===== src/rtl/depen_gen.sv =====
// Operand dependency and load-use hazard detector for a 5-stage pipeline.
// A shadow copy of the EXE/MEM/WB destinations selects forward sources and raises a one-cycle stall.
module depen_gen (
    input  logic        Clock,
    input  logic        Resetn,
    input  logic [4:0]  rs_id,
    input  logic [4:0]  rt_id,
    input  logic        use_a_id,
    input  logic        use_b_id,
    input  logic        store_id,
    input  logic [4:0]  wn_id,
    input  logic        wreg_id,
    input  logic        m2reg_id,
    input  logic        flush,
    output logic [1:0]  ADEPEN_id,
    output logic [1:0]  BDEPEN_id,
    output logic [1:0]  STOREDEPEN_id,
    output logic        stall,
    output logic [15:0] stall_cnt
);

    typedef struct packed {
        logic [4:0] wn;
        logic       wreg;
        logic       m2reg;
    } entry_t;

    entry_t      exe_d, exe_q;
    entry_t      mem_d, mem_q;
    entry_t      wb_d,  wb_q;
    logic [15:0] stall_cnt_d, stall_cnt_q;
    logic        load_use;

    // $0 is hardwired, so a write to it never produces a forwardable value.
    function automatic logic hit(input entry_t e, input logic [4:0] r);
        return e.wreg && (e.wn == r) && (r != 5'd0);
    endfunction

    function automatic logic [1:0] fwd_sel(input logic use_r, input logic [4:0] r,
                                           input entry_t ex, input entry_t me, input entry_t wb);
        logic [1:0] sel;
        sel = 2'b00;
        if (use_r) begin
            if (hit(ex, r))      sel = 2'b01;
            else if (hit(me, r)) sel = 2'b10;
            else if (hit(wb, r)) sel = 2'b11;
        end
        return sel;
    endfunction

    function automatic logic [15:0] sat_inc(input logic [15:0] v);
        return (v == 16'hFFFF) ? v : v + 16'd1;
    endfunction

    always_comb begin
        ADEPEN_id     = 2'b00;
        BDEPEN_id     = 2'b00;
        STOREDEPEN_id = 2'b00;

        // Store data is consumed in MEM, so a load in EXE only hurts ALU operands.
        load_use = exe_q.m2reg &&
                   ((use_a_id && hit(exe_q, rs_id)) || (use_b_id && hit(exe_q, rt_id)));
        stall    = !flush && load_use;

        if (!stall) begin
            ADEPEN_id     = fwd_sel(use_a_id, rs_id, exe_q, mem_q, wb_q);
            BDEPEN_id     = fwd_sel(use_b_id, rt_id, exe_q, mem_q, wb_q);
            STOREDEPEN_id = fwd_sel(store_id, rt_id, exe_q, mem_q, wb_q);
        end

        exe_d = '0;
        if (!stall && !flush) begin
            exe_d.wn    = wn_id;
            exe_d.wreg  = wreg_id;
            exe_d.m2reg = m2reg_id;
        end
        mem_d = exe_q;
        wb_d  = mem_q;

        stall_cnt_d = stall ? sat_inc(stall_cnt_q) : stall_cnt_q;
        stall_cnt   = stall_cnt_q;
    end

    always_ff @(posedge Clock or negedge Resetn) begin
        if (!Resetn) begin
            exe_q       <= '0;
            mem_q       <= '0;
            wb_q        <= '0;
            stall_cnt_q <= '0;
        end else begin
            exe_q       <= exe_d;
            mem_q       <= mem_d;
            wb_q        <= wb_d;
            stall_cnt_q <= stall_cnt_d;
        end
    end

endmodule


===== config.mk =====
export PLATFORM = sky130hd
export DESIGN_NAME = depen_gen
export DESIGN_NICKNAME = d
export VERILOG_FILES = /design/src/rtl/depen_gen.sv
export SDC_FILE = /design/constraint.sdc
export NUM_CORES = 1
export LEC_CHECK = 0
export CAP_MARGIN = 30
export CORE_MARGIN = 1.5
export CORE_UTILIZATION = 50
export CTS_CLUSTER_DIAMETER = 30
export DETAILED_ROUTE_END_ITERATION = 12
export PLACE_DENSITY = 0.91
export SYNTH_ARGS = -nofsm -noshare
export SYNTH_HDL_FRONTEND = slang
export SYNTH_SLANG_ARGS = --single-unit

===== constraint.sdc =====
create_clock -name Clock -period 2.9 [get_ports Clock]
set_input_delay 0.29 -clock Clock [delete_from_list [all_inputs] [get_ports Clock]]
set_output_delay 0.29 -clock Clock [all_outputs]
set_load 0.02 [all_outputs]

Word-level counts from Yosys, hierarchy flattened
Cells that the tools add are included.

word-level totals
  logic and storage cells = 53
  register bits = 35
  output and inout bits = 23

cells by class
  reduce and logical (&&, ||, !) cells = 23
  muxes and demuxes = 13
  bitwise logic cells = 1
  equal/unequal tests = 7
  add/subtract/negate cells = 1

operators by type and width
  operator                 number
  $eq A5 B5 Y1             6
  $mux W2                  12
  $logic_and A1 B1 Y1      17
  $add A16 B1 Y16 const B  1
  $eq A16 B16 Y1 const B   1
  $reduce_bool A5 Y1       2
  $mux W7                  1
  $logic_not A1 Y1         2
  $reduce_and A2 Y1        1
  $logic_or A1 B1 Y1       1
  $not A1 Y1               1

Longest topological paths before layout
Gate-level depths: netlist of run 1.

  depth in word-level cells = 10
  mapped depth = 7

Least setup slack after synthesis of run 1
OpenSTA, ideal clock, no wires.

  path kind = input port to output port
  start point = input port rt_id[1]
  end point = output port ADEPEN_id[1]
  arrival = 1.970 ns
  stages on the path = 6
  setup slack = 0.640 ns
  path buffers = 2
  data required time = 2.610 ns
  path through = or4_1 o211a_1 and4_4 buf_6 buf_8 nor3_1

on the way
  cells in the longest elaborated chain, start to end = 8

RTL lines
  what                     RTL line  source
  from (decl)              7         input logic [4:0] rt_id,
  $eq A5 B5 Y1             36        return e.wreg && (e.wn == r) && (r != 5'd0);
  $logic_and A1 B1 Y1      36
  $logic_and A1 B1 Y1 (*)  36
  $logic_and A1 B1 Y1 (*)  62        ((use_a_id && hit(exe_q, rs_id)) || (use_b_id && hit(exe_q, rt_id)));
  $logic_or A1 B1 Y1 (*)   62
  $logic_and A1 B1 Y1 (*)  61        load_use = exe_q.m2reg &&
  $logic_and A1 B1 Y1 (*)  63        stall = !flush && load_use;
  $mux W2 (*)              65        if (!stall) begin
  to (decl)                15        output logic [1:0] ADEPEN_id,

Mark *: on every way between the ends. The rest lies on a longest branch, timed or not.

Worst setup path after layout of run 1
  start point = input port rs_id[1]
  end point = output port ADEPEN_id[1]

on the way
  cells in the longest elaborated chain, start to end = 8

RTL lines
  what                                                   RTL line  source
  from (decl)                                            6         input logic [4:0] rs_id,
  $eq A5 B5 Y1                                           36
  $logic_and A1 B1 Y1 (2 in a row)                       36
  $mux W2 / $logic_and A1 B1 Y1 (equally long branches)  46, 62
  $mux W2 / $logic_or A1 B1 Y1 (equally long branches)   45, 62
  $mux W2 / $logic_and A1 B1 Y1 (equally long branches)  44, 61
  $mux W2 / $logic_and A1 B1 Y1 (equally long branches)  43, 63
  $mux W2 (*)                                            65

Marks and branches as above.

==> results.sh, run 1 <==
export IMPL_clk_latency_ns=0.29
export IMPL_netlist_area_leader_share_pct=44.11
export IMPL_syn_num_nets=208
export IMPL_skew_ns=0.008449
export IMPL_slew_headroom_pct=46.28
export IMPL_hold_viol=0
export IMPL_p_total_mw=1.047
export IMPL_dp_hpwl_um=3407
export IMPL_pin_count=46
export IMPL_path_class="in2out"
export IMPL_cts_htree_levels=2
export IMPL_synthMuxAreaShare_pct=1.638
export IMPL_postSynthCellCount=184
export IMPL_clk_path_buf_depth=2
export IMPL_cts_root_buf="clkbuf_8"
export IMPL_vias=1620
export IMPL_rsz0062_at_grt="no"
export IMPL_cellPowerDensity_nw_per_um2=390.8
export IMPL_path_clk_slew_ns=0.07
export IMPL_cts_setup_buffers=0
export IMPL_fin_area_um2=2679
export IMPL_status="finished clean"
export IMPL_switching_share_pct=24.15
export IMPL_synth_edff_count=0
export IMPL_worst_path_max_delay_cell="clkdlybuf4s50_1"
export IMPL_cts_buffers=5
export IMPL_wl_um=4530
export IMPL_antenna_found_initial=0
export IMPL_syn_to_final_growth_pct=34.91
export IMPL_setup_worst_path_start="rs_id[1]"
export IMPL_critPathCaptureType="primary output"
export IMPL_synthTopCellsByArea="dfrtp_1 (44%), xnor2_1 (15%), xor2_1 (3.5%), nor3b_1 (3.0%), o211ai_2 (2.5%)"
export IMPL_die_w_um=66.02
export IMPL_die_h_um=66.02
export IMPL_max_freq_ghz=0.3548
export IMPL_final_setup_tns_ns=0
export IMPL_final_max_slew_viol_count=0
export IMPL_dpl_worst_slack_ns=-0.1484
export IMPL_wire_per_inst_um=15.36
export IMPL_first_pass_iters=4
export IMPL_drive_gt1_share_pct=16.19
export IMPL_synth_area_um2=1986
export IMPL_grt_ovfl_total=0
export IMPL_placed_area_um2=2571
export IMPL_required_ns=2.61
export IMPL_via_per_inst=5.492
export IMPL_synth_adder_area_share_pct=0.6301
export IMPL_p_seq_share_pct=49.6
export IMPL_grt_total_usage_pct=22.63
export IMPL_detail_route_antenna_nets=0
export IMPL_synthTopCellsByCount="dfrtp_1 (35), xnor2_1 (35), nor2_1 (8), nor3b_1 (8), xor2_1 (8)"
export IMPL_drt_iter0_markers=129
export IMPL_ys_types=43
export IMPL_ys_warn_count=0
export IMPL_portBuffers=45
export IMPL_slowest_delay_ns=0.63
export IMPL_r2r_start="stall_cnt[0]$_DFFE_PN0P_"
export IMPL_p_leak_nw=1.153
export IMPL_r2r_slack_ns=0.61
export IMPL_cp_max_fo=3
export IMPL_synth_ff_type="dfrtp_1"
export IMPL_setup_violations=0
export IMPL_async_flop_share_pct=100.0
export IMPL_core_area_um2=3744
export IMPL_synth_xor_xnor_area_share_pct=18.97
export IMPL_synth_top_family_by_area="simple AND/OR/NAND/NOR gates"
export IMPL_gp_congestion=0.9358
export IMPL_cts_tree="yes"
export IMPL_hold_class="reg2reg"
export IMPL_synth_compound_area_share_pct=11.72
export IMPL_crit_top_cell="clkdlybuf4s50_1"
export IMPL_cap_violations=0
export IMPL_ys_seq_area_share_pct=44.11
export IMPL_synthSimpleGateAreaFrac_pct=19.91
export IMPL_power_internal_uw=794.0
export IMPL_yosys_register_bits=35
export IMPL_yosysTopAreaCell="dfrtp_1"
export IMPL_dieArea_um2=4359
export IMPL_p_clk_share_pct=37.5
export IMPL_final_nets=270
export IMPL_grt_pass1_vias=1520
export IMPL_num_rows=22
export IMPL_cts_hold_buf=0
export IMPL_setup_slack_ns=0.08152
export IMPL_p_switching_uw=252.8
export IMPL_hold_start="mem_q[1]$_DFF_PN0_"
export IMPL_min_period_ns=2.818
export IMPL_drc_errors=0
export IMPL_grt_pass1_wl_um=7231
export IMPL_arrival_ns=2.53
export IMPL_start_util_pct=53.04
export IMPL_worst_pin_slew_ns=0.7854
export IMPL_antenna_cells=0
export IMPL_cts_sinks=35
export IMPL_grt_max_degree=36
export IMPL_cp_cell_sequence="clkdlybuf4s50_1, or4_1, o211ai_2, buf_4, nor2_1, nor3_1, clkdlybuf4s50_1"
export IMPL_pwr_share_comb_pct=12.9
export IMPL_period_share_pct=97.19
export IMPL_syn_avg_cell_area_um2=10.79
export IMPL_setup_worst_path_start_class="primary input"
export IMPL_vdd_drop_max_mv=0.4465
-- state kept, by name, indices dropped and copies added (netlist names) --
| signal | cells |
|---|---|
| mem_q | 6 |
| wb_q | 6 |
| stall_cnt | 16 |
| exe_q | 7 |
-- per-layer routing --
| metal | wire length [µm] | global-route usage [%] | share of wire (%) | vias to the layer above |
|---|---|---|---|---|
| met4 | 74 | 8.418 | 1.6 | 0 |
| met1 | 2063 | 30.68 | 46 | 758 |
| met5 | 0 | 0 | 0 | - |
| met3 | 294 | 5.792 | 6.5 | 7 |
| met2 | 2097 | 34.97 | 46 | 59 |
| li1 | - | - | - | 796 |
-- worst max-delay path, delay by kind of cell --
family	cells	cell delay, ns
buf+inv	3	1.21
simple gates	3	0.81
compound gates	1	0.21
-- power groups by stage --
stage / Clock (mW) / Sequential (mW) / Combinational [mW]
2_1_floorplan: 0 / 0.525 / 0.0575
3_3_place_gp: 0 / 0.527 / 0.129
3_5_place_dp: 0 / 0.529 / 0.133
4_1_cts: 0.401 / 0.519 / 0.135
5_1_grt: 0.425 / 0.521 / 0.145
6_report: 0.393 / 0.520 / 0.135
-- layout by cell type, fill, tap and decap left out, types with 3 or more instances in the layout --
| cell | instances |
|---|---|
| dlygate4sd2_1 | 3 |
| nand2_1 | 7 |
| xor2_1 | 8 |
| and4_1 | 3 |
| dfrtp_1 | 35 |
| o211ai_2 | 4 |
| nor3b_1 | 8 |
| and2_1 | 3 |
| o211ai_1 | 5 |
| xnor2_1 | 35 |
| nand4_1 | 6 |
| clkbuf_8 | 7 |
| buf_4 | 16 |
| nor4_1 | 3 |
| dlymetal6s2s_1 | 3 |
| clkdlybuf4s50_1 | 39 |
| nor3_1 | 4 |
| inv_1 | 4 |
| nand3_1 | 4 |
| nor2_1 | 8 |
| o21ai_2 | 5 |
| and3_1 | 7 |
-- worst paths after layout --
path,cells after the start,end
max in group asynchronous,2,stall_cnt[15]$_DFFE_PN0P_
worst min-delay path,0,wb_q[1]$_DFF_PN0_
worst max-delay path,7,ADEPEN_id[1]
worst min register to register,0,wb_q[1]$_DFF_PN0_
min in group asynchronous,2,wb_q[2]$_DFF_PN0_
worst max register to register,6,stall_cnt[15]$_DFFE_PN0P_
-- cell type report --
class,instances,area (µm²)
Timing Repair Buffer,61,574.3
Tap cell,48,60.06
Fill cell,276,1065
Clock buffer,7,96.34
Clock inverter,1,7.507
Multi-Input combinational cell,139,1050
Inverter,4,15.01
Sequential cell,35,875.8
-- stage by stage --
step | cells | hold WS, ns | utilization [%]
after floorplan | 184 | -0.005591 | -
after global placement | 287 | 0.3879 | 68.68
after detailed placement | 287 | 0.3913 | 68.68
after CTS | 295 | 0.4064 | 71.36
after global routing | 295 | 0.4201 | 71.56
final | 295 | 0.4034 | 71.56
-- logic make-up (layout without fill, tap and decap cells) --
logic type | after synthesis | in the layout
xor+xnor | 43 | 43
compound gates | 27 | 27
buf+inv | 10 | 73
simple gates | 65 | 65
mux | 3 | 3
flops | 35 | 35
fa+ha+maj | 1 | 1
-- what timing repair did --
action                     in CTS  in global routing
resized for setup               3                  3
hold endpoints to repair        0                  0
setup endpoints to repair       3                  3
(Power assumes the default switching activity.)
==> run 2, diff against run 1 <==
- CELL_PAD_IN_SITES_DETAIL_PLACEMENT: default -> 0
- CELL_PAD_IN_SITES_GLOBAL_PLACEMENT: default -> 2
- CORE_UTILIZATION: 50 -> 31
- GPL_ROUTABILITY_DRIVEN: default -> 0
- PLACE_DENSITY: 0.91 -> 0.89
==> run 2 against run 1 <==
Register-to-register slack better by 0.03 ns. Worst hold slack better by 0.0040 ns. Routed wire length up 2.0%. Count of clock-buffer cells in the layout down 2. Via count down 1.7%. Clock skew down 0.0049 ns. Worst setup slack better by 0.085 ns. Global-route usage down 8.1 points. Critical path type unchanged. Largest cell class unchanged. Largest power group unchanged.
==> results.sh, run 2 (synthesis results as in run 1) <==
export IMPL_dpl_worst_slack_ns=-0.1225
export IMPL_p_total_mw=1.008
export IMPL_start_util_pct=32.76
export IMPL_hold_class="in2async"
export IMPL_status="finished clean"
export IMPL_clk_path_buf_depth=2
export IMPL_drt_iter0_markers=67
export IMPL_drive_gt1_share_pct=17.20
export IMPL_cts_root_buf="clkbuf_8"
export IMPL_r2r_slack_ns=0.64
export IMPL_setup_violations=0
export IMPL_cts_htree_levels=2
export IMPL_detail_route_antenna_nets=0
export IMPL_cap_violations=0
export IMPL_cellPowerDensity_nw_per_um2=370.1
export IMPL_final_common_cell="clkdlybuf4s50_1"
export IMPL_syn_to_final_growth_pct=37.11
export IMPL_hold_viol=0
export IMPL_critPathCaptureType="primary output"
export IMPL_arrival_ns=2.44
export IMPL_fin_area_um2=2723
export IMPL_core_area_um2=6061
export IMPL_period_share_pct=94.24
export IMPL_grt_pass1_wl_um=8073
export IMPL_dp_cells=317
export IMPL_cp_max_fo=4
export IMPL_path_clk_slew_ns=0.07
export IMPL_dp_hpwl_um=3632
export IMPL_vdd_drop_max_mv=0.1971
export IMPL_wire_per_inst_um=14.22
export IMPL_grt_total_usage_pct=14.53
export IMPL_ff_latch_area_um2=875.8
export IMPL_multi_input_area_um2=1050
export IMPL_slowest_delay_ns=0.55
export IMPL_grt_pass1_vias=1623
export IMPL_pin_count=46
export IMPL_final_nets=273
export IMPL_num_rows=28
export IMPL_cp_cell_sequence="clkdlybuf4s50_1, or4_1, o211a_1, and4_4, a211oi_1, and2_1, dlygate4sd2_1"
export IMPL_required_ns=2.61
export IMPL_slew_headroom_pct=44.63
export IMPL_dieArea_um2=6895
export IMPL_portBuffers=45
export IMPL_cts_tree="yes"
export IMPL_largest_reg_flops=16
export IMPL_path_class="in2out"
export IMPL_cts_hold_buf=0
export IMPL_via_per_inst=4.898
export IMPL_clk_latency_ns=0.29
export IMPL_grt_max_degree=36
export IMPL_skew_ns=0.003542
export IMPL_worst_path_max_delay_cell="or4_1"
export IMPL_p_leak_nw=1.176
export IMPL_die_w_um=83.04
export IMPL_placed_area_um2=2628
export IMPL_cts_buffers=5
export IMPL_rsz0062_at_grt="no"
export IMPL_worst_pin_slew_ns=0.8096
export IMPL_drc_errors=0
export IMPL_cts_setup_buffers=0
export IMPL_fin_util_pct=44.92
export IMPL_max_freq_ghz=0.3659
export IMPL_setup_slack_ns=0.1670
export IMPL_first_pass_iters=4
export IMPL_final_max_slew_viol_count=0
export IMPL_hold_slack_ns=0.4075
export IMPL_layout_common_cells="clkdlybuf4s50_1 (38), xnor2_1 (35), dfrtp_1 (35), buf_4 (19)"
export IMPL_final_setup_tns_ns=0
export IMPL_antenna_cells=0
export IMPL_setup_worst_path_start_class="primary input"
export IMPL_cts_resized=3
export IMPL_wl_um=4620
export IMPL_vias=1592
export IMPL_antenna_found_initial=0
export IMPL_cts_sinks=35
export IMPL_grt_ovfl_total=0
export IMPL_stdcell_count=325
export IMPL_die_h_um=83.04
export IMPL_min_period_ns=2.733
export IMPL_nFillCells=594
[run 2: final cells by class]
type                       instances  area share, %
multi-input combinational        139          38.56
sequential                        35          32.17
timing repair buffer              64          22.01
tap                               75          3.447
clock buffer                       5          2.528
clock inverter                     3         0.7353
inverter                           4         0.5515
[run 2: critical path: cells and delay by family]
kind / cells / cell delay, ns
compound gates: 2 / 0.51
simple gates: 3 / 0.90
buf+inv: 2 / 0.75
[run 2: metal layers]
layer	global-route usage, %	vias to the layer above	wire length (µm)
met5	0	-	0
met4	5.152	0	78
met3	2.684	7	140
met2	21.43	31	2005
met1	21.21	759	2396
li1	-	795	-
[run 2: final timing paths]
path | from | endpoint | cells after the start
max in group asynchronous | Resetn | stall_cnt[1]$_DFFE_PN0P_ | 2
max reg2reg | stall_cnt[0]$_DFFE_PN0P_ | stall_cnt[15]$_DFFE_PN0P_ | 6
min in group Clock | mem_q[1]$_DFF_PN0_ | wb_q[1]$_DFF_PN0_ | 0
min reg2reg | mem_q[1]$_DFF_PN0_ | wb_q[1]$_DFF_PN0_ | 0
min | Resetn | exe_q[5]$_DFF_PN0_ | 2
max | rt_id[1] | STOREDEPEN_id[0] | 7
[run 2: report_power, final]
part	internal (mW)	total (mW)	switching [mW]
Sequential	0.502	0.519	0.0161
Combinational	0.0761	0.134	0.0577
Clock	0.167	0.355	0.188
Total	0.746	1.01	0.262
==> run 3, diff against run 2 <==
- SKIP_CTS_REPAIR_TIMING: default -> 1
==> run 3 against run 2 <==
Worst setup slack better by 0.11 ns. Count of clock-buffer cells in the layout stayed put. Via count is 0.75% lower. Clock power hardly changed. Critical path depth stayed put. Fmax is 4.1% higher. Utilization is 0.29 points higher.
==> results.sh, run 3 (synthesis results as in run 1) <==
export IMPL_slew_headroom_pct=45.17
export IMPL_path_clk_slew_ns=0.08
export IMPL_final_common_cell="clkdlybuf4s50_1"
export IMPL_grt_total_usage_pct=14.53
export IMPL_arrival_ns=2.34
export IMPL_path_class="in2out"
export IMPL_p_switching_uw=263.7
export IMPL_setup_violations=0
export IMPL_vdd_drop_max_mv=0.1993
export IMPL_cts_sinks=35
export IMPL_drive_gt1_share_pct=17.60
export IMPL_cellPowerDensity_nw_per_um2=368.6
export IMPL_required_ns=2.61
export IMPL_syn_to_final_growth_pct=38.00
export IMPL_worst_path_max_delay_cell="or4_1"
export IMPL_largest_reg_flops=16
export IMPL_rsz0062_at_grt="no"
export IMPL_final_nets=273
export IMPL_layout_common_cells="clkdlybuf4s50_1 (38), xnor2_1 (35), dfrtp_1 (35), buf_4 (19)"
export IMPL_detail_route_antenna_nets=0
export IMPL_pwr_share_comb_pct=13.4
export IMPL_period_share_pct=90.55
export IMPL_skew_ns=0.003770
export IMPL_pin_count=46
export IMPL_start_util_pct=32.76
export IMPL_drt_iter0_markers=67
export IMPL_final_setup_tns_ns=0
export IMPL_num_rows=28
export IMPL_hold_viol=0
export IMPL_antenna_found_initial=0
export IMPL_p_clk_share_pct=35.2
export IMPL_critPathCaptureType="primary output"
export IMPL_clk_path_buf_depth=2
export IMPL_min_period_ns=2.626
export IMPL_core_area_um2=6061
export IMPL_switching_share_pct=26.11
export IMPL_portBuffers=45
export IMPL_final_max_slew_viol_count=0
export IMPL_cts_tree="yes"
export IMPL_dp_hpwl_um=3632
export IMPL_antenna_cells=0
export IMPL_cp_cell_sequence="clkdlybuf4s50_1, or4_1, o211a_1, and4_4, a211oi_1, and2_1, dlymetal6s2s_1"
export IMPL_hold_slack_ns=0.4074
export IMPL_cap_violations=0
export IMPL_r2r_cells=6
export IMPL_wire_per_inst_um=14.28
export IMPL_via_per_inst=4.862
export IMPL_dieArea_um2=6895
export IMPL_vias=1580
export IMPL_power_internal_uw=746.2
export IMPL_setup_worst_path_start_class="primary input"
export IMPL_p_leak_nw=1.218
export IMPL_p_seq_share_pct=51.4
export IMPL_grt_max_degree=36
export IMPL_worst_pin_slew_ns=0.8017
export IMPL_die_h_um=83.04
export IMPL_grt_pass1_vias=1623
export IMPL_cts_htree_levels=2
export IMPL_slowest_delay_ns=0.55
export IMPL_grt_ovfl_total=0
export IMPL_wl_um=4641
export IMPL_first_pass_iters=4
export IMPL_cp_max_fo=4
export IMPL_clk_latency_ns=0.29
export IMPL_hold_class="in2async"
export IMPL_drc_errors=0
export IMPL_cts_root_buf="clkbuf_8"
export IMPL_status="finished clean"
export IMPL_max_freq_ghz=0.3808
export IMPL_cts_buffers=5
export IMPL_die_w_um=83.04
export IMPL_grt_pass1_wl_um=8073
## run 3: critical path: cells and delay by family
family | cells | cell delay, ns
buf+inv | 2 | 0.64
compound gates | 2 | 0.51
simple gates | 3 | 0.90
## run 3: metrics by stage
step	worst slack (ns)	instances	area [µm²]	utilization, %	total power, mW
2_1_floorplan	0.6398	184	1986	-	0.5827
4_1_cts	-0.1218	325	2716	44.82	1.022
6_report	0.2740	325	2740	45.21	1.010
3_3_place_gp	-0.1066	317	2628	43.35	0.6606
3_5_place_dp	-0.1225	317	2628	43.35	0.6637
5_1_grt	0.1719	325	2740	45.21	1.058
## run 3: worst paths after layout
kind | from | to | slack [ns]
worst max register to register | stall_cnt[0]$_DFFE_PN0P_ | stall_cnt[15]$_DFFE_PN0P_ | 0.65
max in group asynchronous | Resetn | stall_cnt[1]$_DFFE_PN0P_ | 2.16
worst min register to register | mem_q[1]$_DFF_PN0_ | wb_q[1]$_DFF_PN0_ | 0.41
worst min-delay path | Resetn | exe_q[5]$_DFF_PN0_ | 0.41
min in group Clock | mem_q[1]$_DFF_PN0_ | wb_q[1]$_DFF_PN0_ | 0.41
worst max-delay path | rt_id[1] | STOREDEPEN_id[0] | 0.27
## run 3: area by class of cell
cell class                      count  area (µm²)
Inverter                            4       15.01
Sequential cell                    35       875.8
Clock inverter                      3       20.02
Multi-Input combinational cell    139        1056
Clock buffer                        5       68.82
Fill cell                         588        3321
Timing Repair Buffer               64       610.6
Tap cell                           75       93.84
## run 3: power by group through the flow
stage / combinational, mW / clock, mW / sequential, mW
3_5_place_dp: 0.135 / 0 / 0.528
6_report: 0.135 / 0.356 / 0.519
2_1_floorplan: 0.0575 / 0 / 0.525
4_1_cts: 0.136 / 0.368 / 0.519
5_1_grt: 0.149 / 0.389 / 0.521
3_3_place_gp: 0.133 / 0 / 0.528
## run 3: routing by layer
metal / routed length, µm / global-route usage (%) / part of all wire [%]
met1: 2430 / 21.21 / 52
met5: 0 / 0 / 0
met2: 1965 / 21.43 / 42
met4: 89 / 5.152 / 1.9
met3: 154 / 2.684 / 3.3
